[config.mk]
export PLATFORM = sky130hd
export DESIGN_NAME = mc_axi_traffic_gen
export DESIGN_NICKNAME = d
export VERILOG_FILES = /design/src/rtl/mc_axi_traffic_gen.sv
export SDC_FILE = /design/constraint.sdc
export NUM_CORES = 1
export LEC_CHECK = 0
export ABC_AREA = 1
export ABC_CLOCK_PERIOD_IN_PS = 2600
export BUFFER_PORTS_ARGS = -buffer_cell sky130_fd_sc_hd__buf_2
export CORE_MARGIN = 2
export CORE_UTILIZATION = 40
export DETAILED_ROUTE_END_ITERATION = 10
export HOLD_SLACK_MARGIN = 0.03
export PLACE_DENSITY_LB_ADDON = 0.05
export SKIP_CTS_REPAIR_TIMING = 1
export SLEW_MARGIN = 0
export SYNTH_ARGS = -nofsm -noshare
export SYNTH_HDL_FRONTEND = slang
export SYNTH_SLANG_ARGS = --single-unit
[constraint.sdc]
create_clock -name clk_i -period 2.6 [get_ports clk_i]
set_input_delay 0.26 -clock clk_i [delete_from_list [all_inputs] [get_ports clk_i]]
set_output_delay 0.26 -clock clk_i [all_outputs]
set_load 0.005 [all_outputs]
[src/rtl/mc_axi_traffic_gen.sv]
// AXI4 burst master: writes NUM_BURSTS INCR bursts of addr^SEED, reads them back and checks each beat.
// One transaction outstanding; channel hops on the handshake edge; every valid holds until its ready.
module mc_axi_traffic_gen #(
  parameter int          AXI_ID_WIDTH   = 4,
  parameter int          AXI_ADDR_WIDTH = 32,
  parameter int          AXI_DATA_WIDTH = 32,
  parameter logic [31:0] BASE_ADDR      = 32'h0000_0100,
  parameter int          BURST_LEN      = 4,
  parameter int          NUM_BURSTS     = 2,
  parameter logic [31:0] SEED           = 32'hA5A5_0000,
  parameter int          TX_ID          = 0
) (
  input  logic                      clk_i,
  input  logic                      rst_n_i,
  input  logic                      start_i,
  output logic                      busy_o,
  output logic                      done_o,
  output logic                      pass_o,
  output logic [15:0]               err_cnt_o,
  output logic [31:0]               first_err_addr_o,
  output logic                      axi_awvalid_o,
  output logic [AXI_ID_WIDTH-1:0]   axi_awid_o,
  output logic [AXI_ADDR_WIDTH-1:0] axi_awaddr_o,
  output logic [2:0]                axi_awsize_o,
  output logic [7:0]                axi_awlen_o,
  output logic [1:0]                axi_awburst_o,
  input  logic                      axi_awready_i,
  output logic                      axi_wvalid_o,
  output logic [AXI_DATA_WIDTH-1:0] axi_wdata_o,
  output logic [3:0]                axi_wstrb_o,
  output logic                      axi_wlast_o,
  input  logic                      axi_wready_i,
  input  logic                      axi_bvalid_i,
  input  logic [AXI_ID_WIDTH-1:0]   axi_bid_i,
  input  logic [1:0]                axi_bresp_i,
  output logic                      axi_bready_o,
  output logic                      axi_arvalid_o,
  output logic [AXI_ID_WIDTH-1:0]   axi_arid_o,
  output logic [AXI_ADDR_WIDTH-1:0] axi_araddr_o,
  output logic [2:0]                axi_arsize_o,
  output logic [7:0]                axi_arlen_o,
  output logic [1:0]                axi_arburst_o,
  input  logic                      axi_arready_i,
  input  logic                      axi_rvalid_i,
  input  logic [AXI_ID_WIDTH-1:0]   axi_rid_i,
  input  logic [AXI_DATA_WIDTH-1:0] axi_rdata_i,
  input  logic [1:0]                axi_rresp_i,
  input  logic                      axi_rlast_i,
  output logic                      axi_rready_o
);

  localparam logic [AXI_ID_WIDTH-1:0] ID_L   = AXI_ID_WIDTH'(TX_ID);
  localparam logic [7:0]              LAST_K = 8'(BURST_LEN - 1);
  localparam logic [15:0]             LAST_B = 16'(NUM_BURSTS - 1);
  localparam logic [31:0]             STEP   = 32'(BURST_LEN * 4);

  typedef enum logic [2:0] {IDLE, WA, WD, WB, RA, RD, DONE} state_t;

  state_t      state_q, state_d;
  logic [15:0] b_q;
  logic [7:0]  k_q;
  logic [31:0] addr_b_q;
  logic        done_q;
  logic [15:0] err_cnt_q;
  logic [31:0] first_err_q;
  logic [31:0] beat_addr, exp_data, err_addr;
  logic        err_ev, last_beat, rd_end;

  assign beat_addr = addr_b_q + {22'd0, k_q, 2'b00};
  assign exp_data  = beat_addr ^ SEED;
  assign last_beat = (k_q == LAST_K);
  assign rd_end    = axi_rvalid_i && (axi_rlast_i || last_beat);

  always_ff @(posedge clk_i or negedge rst_n_i) begin
    if (!rst_n_i) state_q <= IDLE;
    else          state_q <= state_d;
  end

  always_comb begin
    state_d = state_q;
    case (state_q)
      IDLE: if (start_i)       state_d = WA;
      WA:   if (axi_awready_i) state_d = WD;
      WD:   if (axi_wready_i && last_beat) state_d = WB;
      WB:   if (axi_bvalid_i)  state_d = (b_q == LAST_B) ? RA : WA;
      RA:   if (axi_arready_i) state_d = RD;
      RD:   if (rd_end)        state_d = (b_q == LAST_B) ? DONE : RA;
      DONE:                    state_d = IDLE;
      default:                 state_d = IDLE;
    endcase
  end

  // At most one error event per cycle: a bad B response or one bad read beat.
  always_comb begin
    err_ev   = 1'b0;
    err_addr = addr_b_q;
    case (state_q)
      WB: err_ev = axi_bvalid_i && ((axi_bresp_i != 2'b00) || (axi_bid_i != ID_L));
      RD: begin
        err_ev   = axi_rvalid_i && ((32'(axi_rdata_i) != exp_data) || (axi_rresp_i != 2'b00) ||
                                    (axi_rid_i != ID_L) || (axi_rlast_i != last_beat));
        err_addr = beat_addr;
      end
      default: err_ev = 1'b0;
    endcase
  end

  always_ff @(posedge clk_i or negedge rst_n_i) begin
    if (!rst_n_i) begin
      b_q         <= '0;
      k_q         <= '0;
      addr_b_q    <= '0;
      done_q      <= 1'b0;
      err_cnt_q   <= '0;
      first_err_q <= '0;
    end else begin
      case (state_q)
        IDLE: if (start_i) begin
          b_q         <= '0;
          k_q         <= '0;
          addr_b_q    <= BASE_ADDR;
          done_q      <= 1'b0;
          err_cnt_q   <= '0;
          first_err_q <= '0;
        end
        WD: if (axi_wready_i) k_q <= last_beat ? 8'd0 : k_q + 8'd1;
        WB: if (axi_bvalid_i) begin
          if (b_q == LAST_B) begin
            b_q      <= '0;
            addr_b_q <= BASE_ADDR;
          end else begin
            b_q      <= b_q + 16'd1;
            addr_b_q <= addr_b_q + STEP;
          end
        end
        RD: if (axi_rvalid_i) begin
          if (rd_end) begin
            k_q <= '0;
            if (b_q == LAST_B) begin
              done_q <= 1'b1;
            end else begin
              b_q      <= b_q + 16'd1;
              addr_b_q <= addr_b_q + STEP;
            end
          end else begin
            k_q <= k_q + 8'd1;
          end
        end
        default: ;
      endcase
      if (err_ev) begin
        if (err_cnt_q != 16'hFFFF) err_cnt_q <= err_cnt_q + 16'd1;
        if (err_cnt_q == 16'd0)    first_err_q <= err_addr;
      end
    end
  end

  assign busy_o           = (state_q != IDLE) && (state_q != DONE);
  assign done_o           = done_q;
  assign pass_o           = done_q && (err_cnt_q == 16'd0);
  assign err_cnt_o        = err_cnt_q;
  assign first_err_addr_o = first_err_q;

  assign axi_awvalid_o = (state_q == WA);
  assign axi_awid_o    = ID_L;
  assign axi_awaddr_o  = AXI_ADDR_WIDTH'(addr_b_q);
  assign axi_awsize_o  = 3'b010;
  assign axi_awlen_o   = LAST_K;
  assign axi_awburst_o = 2'b01;

  assign axi_wvalid_o  = (state_q == WD);
  assign axi_wdata_o   = AXI_DATA_WIDTH'(exp_data);
  assign axi_wstrb_o   = 4'hF;
  assign axi_wlast_o   = last_beat;
  assign axi_bready_o  = (state_q == WB);

  assign axi_arvalid_o = (state_q == RA);
  assign axi_arid_o    = ID_L;
  assign axi_araddr_o  = AXI_ADDR_WIDTH'(addr_b_q);
  assign axi_arsize_o  = 3'b010;
  assign axi_arlen_o   = LAST_K;
  assign axi_arburst_o = 2'b01;
  assign axi_rready_o  = (state_q == RD);

endmodule
==> flow_summary.yaml, run 1 <==
run_status:
  status: "complete, but fails checks"
  violations: "setup timing"
place:
  port-buffer-count: 195
  dp_cells: 1971
  gp_congestion: 0.963
  hpwl_mm: 24.5
detailed_routing:
  wl_per_cell_um: 15.9
  finalWirelength_mm: 31.9
  first_iter_violations: 651
  dr.pass1.iters: 7
  postRouteAntennaNets: 0
  vias: 9995
  drc: 0
  vias_per_cell: 4.97
timing:
  finalHoldViolCount: 0
  fmax_mhz: 339
  setup_tns_ns: -18.94
  fin_worst_skew_ns: 0.0134
  rsz0062_at_grt: "yes"
  whs_ns: 0.291
  slew_violations: 0
  finalWorstSetupSlack_ns: -0.348
  worst_pin_slew_ns: 0.632
  finalCritPeriodShare_pct: 113
  slew_headroom_pct: 57.9
  period_needed_ns: 2.95
  finalSetupViolCount: 79
cts:
  cts-root-buf: "clkbuf_16"
  cts_tree: "yes"
  clock-sinks: 104
  clock_path_buffers: 2
  cts_htree_levels: 3
  worstSkewPairLatency_ns: 0.36
  path_clk_slew_ns: 0.08
  cts_made_buffers: 9
final_layout:
  nFillCells: 2174
  multi_input_area_um2: 5520
  syn2layout_area_growth_pct: 39.3
  seq_area_um2: 2600
  instances_no_fill: 2010
  utilization_pct: 56.3
  antenna_cells: 0
  drive_gt1_share_pct: 32.5
  nets: 1791
power_and_ir_drop:
  p_leak_nw: 6.57
  finalPower_mw: 8.60
  power_per_cell_area_nw_per_um2: 706
  peakVddDrop_mv: 0.696
grt:
  grt_max_degree: 64
  grtUsageTotal_pct: 26.1
  antenna_found_initial: 0
  grt_pass1_wl_mm: 46.4
  grt_pass1_vias: 8864
  overflow: 0
synthesis:
  synthArstFlopShare_pct: 100
  syn_inst: 1398
  synth_top_cells_by_count: "412 x nand2_1, 185 x inv_1, 144 x nor2_1, 143 x nand3_1, 104 x dfrtp_1"
  synth_cell_types: 50
  synth.top_cell.area_share_pct: 29.8
  avgSynthCellArea_um2: 6.25
  yosysWarnings: 0
  synth.cell_area_um2: 8740
  synth_top_cell_by_area: "dfrtp_1"
  ys_ff_latch: 104
  ys.flop_type: "dfrtp_1"
  synthTopCellsByArea: "dfrtp_1 30%, nand2_1 18%, nand3_1 8.2%"
  yosysMostFrequentCell: "nand2_1"
  synth_seq_area_share_pct: 29.8
  synth-edff-count: 0
critical_path:
  cp-end-kind: "flip-flop"
  crit_chain: "or2_4, nor4_4, inv_2, ha_4, inv_2, nand2_2, nor2_2, nand2_1, nor2_1, nand2_1, nor2_1, nand3_1, nor2_1, nand3_1, nor2_2, nand3_2, nand2_4, nand2_8, clkbuf_16, nand2_2, nand2_1"
  crit_type: "flip-flop to flip-flop"
  critPathArrivalTime_ns: 3.20
  cpMaxStageDelayCell: "dfrtp_1"
  critical_path_required_ns: 2.86
  worst-path-buf-inv: 3
  cp_slowest_stage_delay_ns: 0.42
  crit_path_start_kind: "flip-flop"
  critPathMaxFanout: 7
  critPathTopFamily: "simple AND/OR/NAND/NOR gates"
floorplan:
  io_pins: 244
  die_w_um: 152
  dieArea_um2: 23000
  die_h_um: 152
  core_um2: 21600
  num_rows: 54
  start_util_pct: 40.4
job:
  cap_violations: 0
hold_path:
  min_path_type: "input port to flip-flop"
-- power by group --
group	internal [mW]	switching, mW	total, mW
logic	2.06	3.11	5.17
registers	1.78	0.163	1.94
clock network	0.772	0.714	1.49
-- final cells by class --
type	instances	area share, %
multi-input combinational	1030	45.4
timing repair buffer	386	21.7
sequential	104	21.4
inverter	194	6.07
tap	280	2.88
clock buffer	9	1.85
clock inverter	7	0.709
-- layer usage --
layer  vias up  global-route usage, %  routed length [um]
met5         -                      0                   0
met3        35                   2.57                1880
li1       5014                      -                   -
met4         0                   6.16                 536
met1      4622                   37.0               14300
met2       324                   42.9               15200
-- worst min-delay path, stage by stage --
cell     delay [ns]
buf_2          0.08
nor3_1         0.06
nor2_1         0.12
a22oi_1        0.08
-- cells in the final DEF (no fill, tap or decap), types with 6 or more instances in the layout --
| cell | instances |
|---|---|
| nand2_1 | 360 |
| buf_2 | 194 |
| inv_1 | 176 |
| buf_4 | 160 |
| nor2_1 | 132 |
| nand3_1 | 131 |
| dfrtp_1 | 104 |
| o21ai_0 | 66 |
| conb_1 | 48 |
| nand2_2 | 43 |
| a21oi_1 | 29 |
| nand4_1 | 21 |
| xor2_1 | 21 |
| nor3_1 | 20 |
| buf_6 | 19 |
| a21oi_2 | 15 |
| inv_2 | 14 |
| nand2_4 | 12 |
| clkbuf_16 | 12 |
| nor2_2 | 10 |
| nand3b_1 | 10 |
| nor4_1 | 10 |
| nand3_2 | 9 |
| buf_12 | 8 |
| nor2_4 | 7 |
| ha_1 | 7 |
| o211ai_1 | 6 |
| o21ai_2 | 6 |
-- worst paths after layout --
| kind | slack [ns] | from | cells past startpoint | end |
|---|---|---|---|---|
| setup / recovery | -0.35 | k_q[4] | 21 | first_err_addr_o[11] |
| hold / removal | 0.29 | axi_arready_i | 4 | state_q[2] |
| setup reg to reg | -0.35 | k_q[4] | 21 | first_err_addr_o[11] |
| hold reg to reg | 0.56 | b_q[11] | 2 | b_q[11] |
| max in group asynchronous | 1.37 | rst_n_i | 3 | axi_araddr_o[18] |
| min in group asynchronous | 0.45 | rst_n_i | 2 | err_cnt_o[6] |
-- state kept, by name, summed over array words and instances, names as in the netlist --
signal / cells
axi_araddr_o: 28
b_q: 16
done_o: 1
err_cnt_o: 16
first_err_addr_o: 32
k_q: 8
state_q: 3
-- kinds of logic after synthesis --
kind of cell	count (synthesis)	share of synthesized area, %
AO/OA/AOI/OAI	150	9.40
XOR/XNOR	23	2.31
adder cells (fa/ha/maj)	13	1.86
buffers and inverters	311	17.3
flip-flops	104	29.8
multiplexers	2	0.243
other	2	0.0860
AND/OR/NAND/NOR	793	39.1
-- through the flow --
step | area (um2) | setup slack (ns)
floorplan | 8940 | -0.103
global placement | 10900 | -0.367
detailed placement | 10900 | -0.390
CTS | 11200 | -0.416
global route | 12200 | -0.607
finish | 12200 | -0.348
Note: power is estimated with default switching activity, not from simulation.
==> run 2: changes to the inputs <==
--- a/config.mk
+++ b/config.mk
@@ -9,8 +9,9 @@
 export ABC_CLOCK_PERIOD_IN_PS = 2600
 export BUFFER_PORTS_ARGS = -buffer_cell sky130_fd_sc_hd__buf_2
 export CORE_MARGIN = 2
-export CORE_UTILIZATION = 40
+export CORE_UTILIZATION = 49
 export DETAILED_ROUTE_END_ITERATION = 10
+export GPL_TIMING_DRIVEN = 0
 export HOLD_SLACK_MARGIN = 0.03
 export PLACE_DENSITY_LB_ADDON = 0.05
 export SKIP_CTS_REPAIR_TIMING = 1
==> run 2 against run 1 <==
  * The run still ends with setup timing left
  * Highest routed layer unchanged
  * Non-clock buffer count is 23 lower
  * Sequential power is 3% higher
  * Largest power group unchanged
  * Register-to-register slack worse by 0.25 ns
  * Utilization is 12 points higher
  * First-iteration DRC count is 45% higher
  * Cell count is 3.9% lower
  * Critical path depth is 1 lower
  * Die area is 18% lower
==> flow_summary.yaml, run 2 (synthesized netlist as in run 1, its figures left out) <==
critical_path:
  worst-path-buf-inv: 2
  reg2reg_from: "axi_araddr_o[9]"
  crit_type: "flip-flop to flip-flop"
  timing.reg2reg.setup_slack_ns: -0.60
  path_depth: 20
  critPathArrivalTime_ns: 3.46
  reg2reg_to: "err_cnt_o[14]"
  critical_path_required_ns: 2.86
  critPathMaxFanout: 6
  crit_path_start_kind: "flip-flop"
  critPathTopFamily: "simple AND/OR/NAND/NOR gates"
  crit_top_cell: "nand2_1"
  cp_slowest_stage_delay_ns: 0.46
  crit_chain: "ha_2, nand2_1, nor2_4, nand3_1, nand2_2, nand2_1, nand2_1, nand2_1, nand2_1, nand2_1, nor2_1, nand3_2, nor2_2, nand3_2, nand2_4, nand2_4, buf_8, clkbuf_16, nand2_2, nand2_1"
  cpMaxStageDelayCell: "dfrtp_1"
  reg2reg_depth: 20
  cp-end-kind: "flip-flop"
timing:
  finalSetupViolCount: 92
  period_needed_ns: 3.20
  finalHoldViolCount: 0
  slew_violations: 0
  finalCritPeriodShare_pct: 123
  setup_tns_ns: -31.93
  whs_ns: 0.270
  fmax_mhz: 312
  fin_worst_skew_ns: 0.00696
  worst_pin_slew_ns: 1.20
  slew_headroom_pct: 18.9
  rsz0062_at_grt: "yes"
  finalWorstSetupSlack_ns: -0.601
cts:
  cts_htree_levels: 3
  cts-root-buf: "clkbuf_16"
  worstSkewPairLatency_ns: 0.37
  path_clk_slew_ns: 0.07
  cts_made_buffers: 9
  clock_path_buffers: 2
  cts_tree: "yes"
  clock-sinks: 104
power_and_ir_drop:
  power_per_cell_area_nw_per_um2: 764
  peakVddDrop_mv: 0.745
  p_leak_nw: 6.40
final_layout:
  instances_no_fill: 1931
  final_cell_mix: "365 x nand2_1, 196 x buf_2, 180 x inv_1"
  nets: 1767
  utilization_pct: 68.0
  multi_input_area_um2: 5430
  layout_commonest_cell: "nand2_1"
  nFillCells: 1583
  fin_area_um2: 11800
  antenna_cells: 0
  seq_area_um2: 2610
  drive_gt1_share_pct: 29.7
  largest_register_ff_count: 32
  syn2layout_area_growth_pct: 35.1
detailed_routing:
  dr_wl_met3_mm: 2.78
  first_iter_violations: 941
  wl_per_cell_um: 15.9
  finalWirelength_mm: 30.7
  drc: 0
  wl_met1_mm: 12.6
  highest-signal-layer: "met4"
  postRouteAntennaNets: 0
  vias: 10200
  dr_wl_met2_mm: 14.8
  vias_per_cell: 5.26
  dr.pass1.iters: 6
grt:
  grt_max_degree: 61
  grtUsageTotal_pct: 30.0
  grt_pass1_vias: 8460
  antenna_found_initial: 0
  overflow: 0
  grt_pass1_wl_mm: 44.0
floorplan:
  dieArea_um2: 18900
  num_rows: 48
  io_pins: 244
  die_h_um: 138
  start_util_pct: 50.3
  core_um2: 17400
  die_w_um: 138
hold_path:
  hp-start: "axi_arready_i"
  hold_path_depth: 4
  min_path_type: "input port to flip-flop"
  hold_path_end: "state_q[2]"
job:
  cap_violations: 0
place:
  placed_area_um2: 10200
  gp_congestion: 0.944
  hpwl_mm: 22.5
  dp_cells: 1865
  port-buffer-count: 195
run_status:
  status: "complete, but fails checks"
  violations: "setup timing"
run 2: cell types whose count changed in the layout (fill, tap and decap cells not counted), sizes merged:
cell | previous run | this run
clkinvlp | 3 | 2
nand3 | 145 | 144
buf | 382 | 337
inv | 195 | 192
clkbuf | 12 | 38
run 2: layout make-up:
| type | count | area share [%] |
|---|---|---|
| clock inverters | 3 | 0.403 |
| clock buffers | 13 | 2.29 |
| multi-input cells | 1029 | 46.0 |
| well taps | 225 | 2.39 |
| plain buffers | 117 | 7.44 |
| flip-flops and latches | 104 | 22.1 |
| repair buffers | 246 | 13.0 |
| inverters | 194 | 6.32 |
run 2: worst max path at each step:
stage | startpoint | end | slack, ns
after global routing | k_q[0] | first_err_addr_o[11] | -0.77
after global placement | axi_araddr_o[5] | err_cnt_o[13] | -0.65
after CTS | axi_araddr_o[5] | err_cnt_o[12] | -0.70
after detailed placement | axi_araddr_o[5] | err_cnt_o[14] | -0.66
after floorplan | k_q[4] | err_cnt_o[13] | -0.10
final | axi_araddr_o[9] | err_cnt_o[14] | -0.60
run 2: through the flow:
stage	worst slack, ns	power [mW]
floorplan	-0.103	4.29
global placement	-0.645	5.47
detailed placement	-0.660	5.51
CTS	-0.699	6.97
global route	-0.767	9.52
finish	-0.601	9.02
run 2: worst reg2reg max path, cell delays in order, from the launching register on:
cell	delay [ns]
dfrtp_1	0.46
ha_2	0.45
nand2_1	0.20
nor2_4	0.18
nand3_1	0.13
nand2_2	0.17
nand2_1	0.07
nand2_1	0.08
nand2_1	0.11
nand2_1	0.09
nand2_1	0.05
nor2_1	0.11
nand3_2	0.10
nor2_2	0.11
nand3_2	0.11
nand2_4	0.12
nand2_4	0.08
buf_8	0.21
clkbuf_16	0.16
nand2_2	0.05
nand2_1	0.05
run 2: power breakdown:
part           switching, mW  leakage [nW]  total (mW)  internal (mW)
logic                   3.27          4.81        5.55           2.28
clock network          0.647         0.156        1.48          0.832
registers              0.213          1.43        1.99           1.78
total                   4.13          6.40        9.02           4.89
run 2: per-layer routing:
layer | global-route usage [%] | vias to the layer above
li1 | - | 4950
met1 | 41.7 | 4663
met2 | 49.8 | 495
met3 | 4.30 | 54
met4 | 6.47 | 0
met5 | 0 | -
==> run 3: changes to the inputs <==
--- a/config.mk
+++ b/config.mk
@@ -5,11 +5,10 @@
 export SDC_FILE = /design/constraint.sdc
 export NUM_CORES = 1
 export LEC_CHECK = 0
-export ABC_AREA = 1
 export ABC_CLOCK_PERIOD_IN_PS = 2600
 export BUFFER_PORTS_ARGS = -buffer_cell sky130_fd_sc_hd__buf_2
 export CORE_MARGIN = 2
-export CORE_UTILIZATION = 49
+export CORE_UTILIZATION = 48
 export DETAILED_ROUTE_END_ITERATION = 10
 export GPL_TIMING_DRIVEN = 0
 export HOLD_SLACK_MARGIN = 0.03
==> run 3 against run 2 <==
  * The flow still finishes with violations (setup timing)
  * Global-route usage fell by 2.1 points
  * Die area shrank 8.2%
  * Cell area shrank 8.7%
  * Sequential cell count unchanged
  * Maximum frequency decreased by 16%
  * Via count is 24% lower
  * Worst setup slack worse by 0.61 ns
  * Clock skew is 0.0015 ns higher
  * Critical path depth is 5 lower
  * Routed wire length down 15%
  * Sequential power down 4%
  * Total power shrank 40%
  * Largest power group unchanged
==> flow_summary.yaml, run 3 <==
final_layout:
  largest_register_ff_count: 32
  instances_no_fill: 1432
  fin_area_um2: 10800
  nets: 1277
  drive_gt1_share_pct: 40.1
  syn2layout_area_growth_pct: 37.5
  layout_commonest_cell: "buf_2"
  final_cell_mix: "202 x buf_2, 123 x buf_4, 92 x dfrtp_1"
  antenna_cells: 0
grt:
  antenna_found_initial: 0
  use_met2_pct: 44.2
  met3_usage_pct: 3.54
  grt_pass1_wl_mm: 38.3
  grtUsageTotal_pct: 27.9
  overflow: 0
  grt_pass1_vias: 6849
  met1_usage_pct: 40.5
  globalRoute.busiestLayer: "met2"
  grt_max_degree: 61
cts:
  cts_tree: "yes"
  cts_htree_levels: 3
  cts_made_buffers: 9
  cts-root-buf: "clkbuf_16"
  path_clk_slew_ns: 0.08
  clock_path_buffers: 2
  clock-sinks: 104
  worstSkewPairLatency_ns: 0.36
critical_path:
  critPathArrivalTime_ns: 4.09
  timing.reg2reg.setup_slack_ns: -1.21
  cp-end-kind: "flip-flop"
  cp_slowest_stage_delay_ns: 0.53
  critPathMaxFanout: 8
  crit_type: "flip-flop to flip-flop"
  cpMaxStageDelayCell: "or4_4"
  crit_chain: "ha_4, nand4_4, o221a_1, buf_6, buf_4, nor4_4, xnor3_1, o2111ai_1, or4_4, nor4_4, buf_4, or3_4, buf_12, buf_12, mux2i_2"
  crit_path_start_kind: "flip-flop"
  critical_path_required_ns: 2.88
synthesis:
  synth.cell_area_um2: 7830
  syn_inst: 910
  avgSynthCellArea_um2: 8.61
  synth-edff-count: 0
  yosysWarnings: 0
  ys.flop_type: "dfrtp_1"
  synth_top_cells_by_count: "104 x dfrtp_1, 94 x nor2_1, 92 x nand2_1, 80 x buf_4, 53 x xnor2_1"
  synth.top_cell.area_share_pct: 33.2
  synth_top_cell_by_area: "dfrtp_1"
  synth_seq_area_share_pct: 33.2
  synth_cell_types: 72
  yosysMostFrequentCell: "dfrtp_1"
  synthTopCellsByArea: "dfrtp_1 33%, buf_4 7.7%, xnor2_1 5.9%"
  ys_ff_latch: 104
  synthArstFlopShare_pct: 100
floorplan:
  io_pins: 244
  num_rows: 46
  start_util_pct: 49.1
  die_w_um: 132
  core_um2: 15900
  die_h_um: 132
  dieArea_um2: 17400
power_and_ir_drop:
  p_leak_nw: 5.51
  peakVddDrop_mv: 0.367
  finalPower_mw: 5.44
  power_per_cell_area_nw_per_um2: 505
timing:
  finalHoldViolCount: 0
  slew_headroom_pct: 50.4
  rsz0062_at_grt: "yes"
  finalCritPeriodShare_pct: 147
  slew_violations: 0
  fin_worst_skew_ns: 0.00846
  period_needed_ns: 3.81
  worst_pin_slew_ns: 0.744
  finalWorstSetupSlack_ns: -1.21
  finalSetupViolCount: 105
  fmax_mhz: 262
place:
  hpwl_mm: 18.9
  dp_cells: 1368
  port-buffer-count: 195
  placed_area_um2: 9490
  gp_congestion: 0.987
job:
  cap_violations: 0
detailed_routing:
  wl_per_cell_um: 18.2
  vias: 7716
  postRouteAntennaNets: 0
  vias_per_cell: 5.39
  first_iter_violations: 565
  dr.pass1.iters: 5
  drc: 0
  finalWirelength_mm: 26.1
hold_path:
  min_path_type: "input port to flip-flop"
run_status:
  status: "complete, but fails checks"
  violations: "setup timing"
[run 3: cell count changes in the layout (fill, tap and decap cells not counted), sizes merged, moves of 39 or more]
cell   change
o21ai     -51
nor2      -54
nand2    -325
xnor2     +51
mux2i     +39
nand3    -107
inv      -164
[run 3: per-stage QoR]
step	util, %	TNS (ns)	setup WS, ns	hold WS [ns]
finish	67.6	-71.16	-1.21	0.257
global route	67.6	-83.68	-1.33	0.276
CTS	61.4	-104.95	-1.50	-0.0753
detailed placement	59.5	-99.69	-1.50	0.307
global placement	59.3	-101.34	-1.54	0.500
floorplan	-	-32.46	-0.684	-0.0356
[run 3: final cells by class]
class                      count  area, um2
buffer                       123        937
clock buffer                  10        239
clock inverter                 6       57.6
fill                        1354       5170
inverter                      25       97.6
multi-input combinational    699       5050
sequential                   104       2620
tap                          216        270
timing repair buffer         249       1510
[run 3: path summary, 6_finish.rpt]
kind | start | to | depth (start not counted)
worst max-delay path | axi_araddr_o[9] | first_err_addr_o[12] | 15
worst min-delay path | axi_wready_i | state_q[1] | 4
worst max register to register | axi_araddr_o[9] | first_err_addr_o[12] | 15
worst min register to register | first_err_addr_o[23] | first_err_addr_o[23] | 2
max in group asynchronous | rst_n_i | axi_araddr_o[9] | 3
min in group asynchronous | rst_n_i | err_cnt_o[6] | 2
[run 3: cell families after synthesis]
logic type,after synthesis,synth area share [%]
flip-flops,104,33.2
multiplexers,41,5.25
AO/OA/AOI/OAI,132,11.4
adder cells (fa/ha/maj),13,2.08
buffers and inverters,153,12.4
AND/OR/NAND/NOR,366,23.8
XOR/XNOR,99,11.8
other,2,0.0959
[run 3: critical path: cells and delay by family (launching register included)]
kind	cells	cell delay (ns)
buffers and inverters	5	0.77
flip-flops	1	0.47
adder cells (fa/ha/maj)	1	0.35
AO/OA/AOI/OAI	2	0.40
multiplexers	1	0.20
XOR/XNOR	1	0.21
AND/OR/NAND/NOR	5	1.30
[run 3: routing by layer]
layer / share of wire [%] / vias up
li1: - / 3669
met1: 44 / 3676
met2: 47 / 341
met3: 6.9 / 30
met4: 1.8 / 0
met5: 0 / -
[run 3: where the power goes]
part	internal, mW	switching, mW	leakage [nW]
registers	1.74	0.169	1.42
logic	0.897	1.24	3.94
clock network	0.702	0.702	0.147
